===== config.mk =====
export PLATFORM = sky130hd
export DESIGN_NAME = host_key_decoder
export DESIGN_NICKNAME = d
export VERILOG_FILES = /design/src/rtl/host_key_decoder.sv
export SDC_FILE = /design/constraint.sdc
export NUM_CORES = 1
export LEC_CHECK = 0
export BUFFER_PORTS_ARGS = -buffer_cell sky130_fd_sc_hd__buf_2
export CORE_ASPECT_RATIO = 1.25
export CORE_MARGIN = 2
export CORE_UTILIZATION = 34
export CTS_CLUSTER_DIAMETER = 40
export DETAILED_ROUTE_END_ITERATION = 8
export PLACE_DENSITY = 0.56
export REMOVE_ABC_BUFFERS = 1
export SKIP_LAST_GASP = 1
export SLEW_MARGIN = 20
export SYNTH_ARGS = -nofsm -noshare
export SYNTH_HDL_FRONTEND = slang
export SYNTH_SLANG_ARGS = --single-unit
export TNS_END_PERCENT = 10

===== constraint.sdc =====
create_clock -name clk -period 2.5 [get_ports clk]
set_input_delay 0.25 -clock clk [delete_from_list [all_inputs] [get_ports clk]]
set_output_delay 0.25 -clock clk [all_outputs]
set_load 0.02 [all_outputs]

===== src/rtl/host_key_decoder.sv =====
// PS/2 set-2 scan-code decoder: turns make/break/extended byte sequences into
// held-key levels {reset, jump, right, left} for the movement controller.
module host_key_decoder #(
    parameter logic [7:0]  KEY_LEFT    = 8'h6B,
    parameter logic [7:0]  KEY_RIGHT   = 8'h74,
    parameter logic [7:0]  KEY_JUMP    = 8'h75,
    parameter logic [7:0]  KEY_RESET   = 8'h2D,
    parameter logic [3:0]  EXT_MASK    = 4'b0111,
    parameter int unsigned TIMEOUT_CYC = 2_000_000
) (
    input  logic       clk,
    input  logic       rst,
    input  logic       clear,
    input  logic [7:0] rx_data,
    input  logic       rx_valid,
    output logic       left,
    output logic       right,
    output logic       jump,
    output logic       reset
);

    localparam int unsigned CNT_W = (TIMEOUT_CYC > 2) ? $clog2(TIMEOUT_CYC) : 1;
    localparam logic [CNT_W-1:0] CNT_LAST = CNT_W'(TIMEOUT_CYC - 1);

    localparam logic [7:0] CODE_EXT = 8'hE0;
    localparam logic [7:0] CODE_BRK = 8'hF0;
    localparam logic [7:0] CODE_NUL = 8'h00;
    localparam logic [7:0] CODE_OVR = 8'hFF;

    typedef enum logic [1:0] {
        S_IDLE,
        S_EXT,
        S_BRK,
        S_EXT_BRK
    } state_t;

    state_t           state_q, state_d;
    logic [3:0]       keys_q, keys_d;
    logic [CNT_W-1:0] cnt_q, cnt_d;

    logic       make_en;
    logic       brk_en;
    logic       ext_sel;
    logic [3:0] hit;

    // Next-state, key-level and prefix-timeout logic.
    always_comb begin
        state_d = state_q;
        keys_d  = keys_q;
        cnt_d   = cnt_q;
        make_en = 1'b0;
        brk_en  = 1'b0;
        ext_sel = 1'b0;
        hit     = 4'b0000;

        if (clear) begin
            state_d = S_IDLE;
            keys_d  = 4'b0000;
            cnt_d   = '0;
        end else if (rx_valid) begin
            cnt_d = '0;
            if (rx_data == CODE_NUL || rx_data == CODE_OVR) begin
                state_d = S_IDLE;
                keys_d  = 4'b0000;
            end else begin
                unique case (state_q)
                    S_IDLE: begin
                        if (rx_data == CODE_EXT)      state_d = S_EXT;
                        else if (rx_data == CODE_BRK) state_d = S_BRK;
                        else                          make_en = 1'b1;
                    end
                    S_EXT: begin
                        if (rx_data == CODE_BRK)      state_d = S_EXT_BRK;
                        else if (rx_data == CODE_EXT) state_d = S_EXT;
                        else begin
                            make_en = 1'b1;
                            ext_sel = 1'b1;
                            state_d = S_IDLE;
                        end
                    end
                    S_BRK: begin
                        state_d = S_IDLE;
                        if (rx_data != CODE_EXT && rx_data != CODE_BRK) brk_en = 1'b1;
                    end
                    S_EXT_BRK: begin
                        state_d = S_IDLE;
                        ext_sel = 1'b1;
                        if (rx_data != CODE_EXT && rx_data != CODE_BRK) brk_en = 1'b1;
                    end
                    default: state_d = S_IDLE;
                endcase
            end
        end else if (state_q != S_IDLE) begin
            // A prefix with no follow-up byte is abandoned; held keys are kept.
            if (cnt_q == CNT_LAST) begin
                state_d = S_IDLE;
                cnt_d   = '0;
            end else begin
                cnt_d = cnt_q + CNT_W'(1);
            end
        end

        hit[0] = (rx_data == KEY_LEFT)  && (ext_sel == EXT_MASK[0]);
        hit[1] = (rx_data == KEY_RIGHT) && (ext_sel == EXT_MASK[1]);
        hit[2] = (rx_data == KEY_JUMP)  && (ext_sel == EXT_MASK[2]);
        hit[3] = (rx_data == KEY_RESET) && (ext_sel == EXT_MASK[3]);

        for (int i = 0; i < 4; i++) begin
            if (hit[i] && make_en) keys_d[i] = 1'b1;
            if (hit[i] && brk_en)  keys_d[i] = 1'b0;
        end
    end

    always_ff @(posedge clk or negedge rst) begin
        if (!rst) begin
            state_q <= S_IDLE;
            keys_q  <= 4'b0000;
            cnt_q   <= '0;
        end else begin
            state_q <= state_d;
            keys_q  <= keys_d;
            cnt_q   <= cnt_d;
        end
    end

    assign left  = keys_q[0];
    assign right = keys_q[1];
    assign jump  = keys_q[2];
    assign reset = keys_q[3];

endmodule


==> results.md <==
* Layout cells sized above 1 at 0.1381
* Post-layout minimum cycle time at 1.878 ns
* CP Data Arrival Time at 2.09 ns
* Final Slew Violations at 0
* Tot Pwr at between 700 and 800 uW
* Crit path depth at 5
* Max VDD drop at about 240 uV
* Avg Cell Area, Syn at between 9 and 10 um^2
* IO Count at 16
* Via density at 5.356
* Cell Int Power at around 570 uW
* DR iter-0 viols at 56
* Worst Setup Start Kind: flip-flop
* Cell chain of the critical path: ha_1 > nand4_2 > or3_1 > or4b_1 > nand3_1
* Worst Setup Slack, final at approximately 0.62 ns
* Number of global-route vias before repair at 1278
* Met3 usage at 0.02579
* Gate power share at 0.067
* Reg2reg end: cnt_q[10]
* Crit end category: flip-flop
* Area occupied by registers at roughly 680 um^2
* Remaining Overflow, GRT at 0
* Synth warn at 0
* Crit path max fanout at 4
* Cts repair resizes at 0
* EDFF count, synth at 0
* CP Buf/Inv Count at 0
* Finish-stage setup viols at 0
* Clock transition at the registers of the reported paths at roughly 0.09 ns
* Core area at about 4300 um^2
* Worst skew pair latency at approximately 0.27 ns
* Routability cong. at about 0.8
* Failing checks: hold timing
* Max-Cap Viols at 0
* Met1 GRT Util at 0.1570
* Relative slew slack at 0.5938
* Initial antenna violation count at 0
* CTS tree: yes
* # DRC at 0
* Ys flop type: dfrtp_1
* Top Family by Delay on Critical Path: simple AND/OR/NAND/NOR gates
* Crit Path Class: flip-flop to flip-flop
* Fin Clk Skew at 0.003746 ns
* Status: complete, but fails checks
* Reg2reg start: cnt_q[0]
* Met2 Track Usage GR at 0.2579
* Cts hold-fix bufs at 0
* Critical Path RT at roughly 2.7 ns
* DP HPWL at between 2000 and 2500 um
* Clk pwr share at 0.333
* Switching Share at 0.2243
* Unrepaired setup endpoints after global routing: no
* Multi-input logic area at 800.8 um^2
* Area delta synth->final at 12.29%
* Mapped Cells at roughly 170
* Leak at roughly 0.0007 uW
* Total GRT Usage at 0.1386
* Final Hold Vio Count at 27
* R2R cell count at 5
* CTS buffer count at 3
* Slowest stage cell on the critical path: or4b_1
* Antenna Violating Nets Remaining at 0
* Min-Delay Path Class: input port to async pin
* Most Crowded Layer GR: met2
* Max stage delay on crit path at between 0.5 and 0.6 ns
* PD cells at ~430 nW/um^2
* Pre-antenna DRT Iters at 4
* Die Wd at roughly 64 um
* FF-to-FF setup slack at 0.62 ns
* Initial Utilization at 0.3484
* Min Hold Slack at -0.02186 ns
* Pin count of the biggest net entering global routing at 28
* Asr flop ratio synth at 1.000
* Fill cell count at 463
* Nets at 195
* Final period utilization at 0.7513
* DP Worst Slack at ~0.66 ns
* Measured slew at the worst slew-check pin at ~0.61 ns
* Cell row count at 27
* Count of different cell masters after synthesis at about 40
* Clock sink total at 27
* CTS max path bufs at 2
* Clock root cell: clkbuf_8
* CTS H-tree depth at 1
* Post-CTS setup buffers at 0
* Highest clock rate at around 0.53 GHz
* Post-Syn Area at roughly 1500 um^2
* Ant. Diodes at 0
* Full die area at 4982 um^2
* Total Wirelength at between 3000 and 4000 um
* Die Ht at 78.42 um
* Synth Register Bits at 27
* Sequential power share at 0.600
* Post-Place Cells at 235
* Fin cells at between 200 and 250
* First-pass GRT wire length at about 5700 um
* Psw at roughly 160 uW
* Vias at around 1.3k
* Final setup TNS at 0 ns
* WL per Instance at about 14 um
* Register area share after synthesis at 0.4485
* Buffers on Ports at 15
-- routing by layer --
layer,vias up,share of wire
li1,627,-
met1,623,0.44
met2,25,0.51
met3,5,0.038
met4,0,0.0097
met5,-,0
-- area by class of cell --
cell class | instances | share of cell area
multi-input cells | 131 | 0.4734
flip-flops and latches | 27 | 0.3994
repair buffers | 17 | 0.05325
well taps | 58 | 0.04290
clock buffers | 4 | 0.02663
inverters | 2 | 0.004438
-- metrics by stage --
stage                     instance area (um^2)    util
after floorplan                           1484       -
after global placement                    1647  0.3808
after detailed placement                  1647  0.3808
after CTS                                 1692  0.3912
after global routing                      1692  0.3912
final                                     1692  0.3912
-- kinds of logic after synthesis --
kind of cell / count (synthesis) / synth area share
adders and majority gates: 1 / 0.008304
buffers and inverters: 7 / 0.01993
AOI/OAI and AO/OA: 19 / 0.09054
xor gates and xnor gates: 13 / 0.07558
and+or+nand+nor: 98 / 0.3572
DFF: 27 / 0.4485
-- cell usage in the layout (no fill, tap or decap), types with 2 or more instances in the layout --
cell      count
o22ai_1       2
buf_2        15
buf_4         2
nor2_1       22
nand3_1      14
or3_1         2
nand2_1      22
nor4_1        5
or4_1         5
nand2b_1      6
and4_1        2
nand4_1       4
nand4b_1      2
nor3_1        3
clkbuf_8      3
o21ai_0       7
inv_1         2
xor2_1       13
dfrtp_1      27
-- sequential cells by signal, indices dropped and copies added, names as in the netlist --
name and cells:
cnt_q 21, state_q 2, keys_q 4
-- power by group through the flow --
| stage | Clock, uW | Combinational [uW] | Sequential (uW) |
|---|---|---|---|
| 3_5_place_dp | 0 | 49.6 | 448 |
| 3_3_place_gp | 0 | 48.1 | 448 |
| 2_1_floorplan | 0 | 19.2 | 448 |
| 6_report | 243 | 49.1 | 439 |
| 4_1_cts | 257 | 49.6 | 439 |
| 5_1_grt | 269 | 55.3 | 439 |
-- cell usage after synthesis, types with 2 or more instances --
cell type,count,share of area
dfrtp_1,27,0.45
nand2_1,22,0.055
nor2_1,22,0.055
nand3_1,14,0.047
xor2_1,13,0.076
o21ai_0,7,0.023
nand2b_1,6,0.025
nor4_1,5,0.021
or4_1,5,0.025
nand4_1,4,0.017
nor3_1,3,0.010
and4_1,2,0.012
clkbuf_1,2,0.0050
clkbuf_2,2,0.0066
inv_1,2,0.0050
nand4b_1,2,0.012
o22ai_1,2,0.0083
or3_1,2,0.0083
-- worst max-delay path by stage --
stage / end / startpoint / slack (ns)
after global placement: cnt_q[10] / cnt_q[0] / 0.67
after CTS: cnt_q[10] / cnt_q[0] / 0.62
after detailed placement: cnt_q[10] / cnt_q[0] / 0.66
final: cnt_q[10] / cnt_q[0] / 0.62
after global routing: cnt_q[18] / state_q[1] / 0.47
after floorplan: cnt_q[10] / cnt_q[0] / 0.81
No activity file was read; power rests on OpenSTA's default activity.
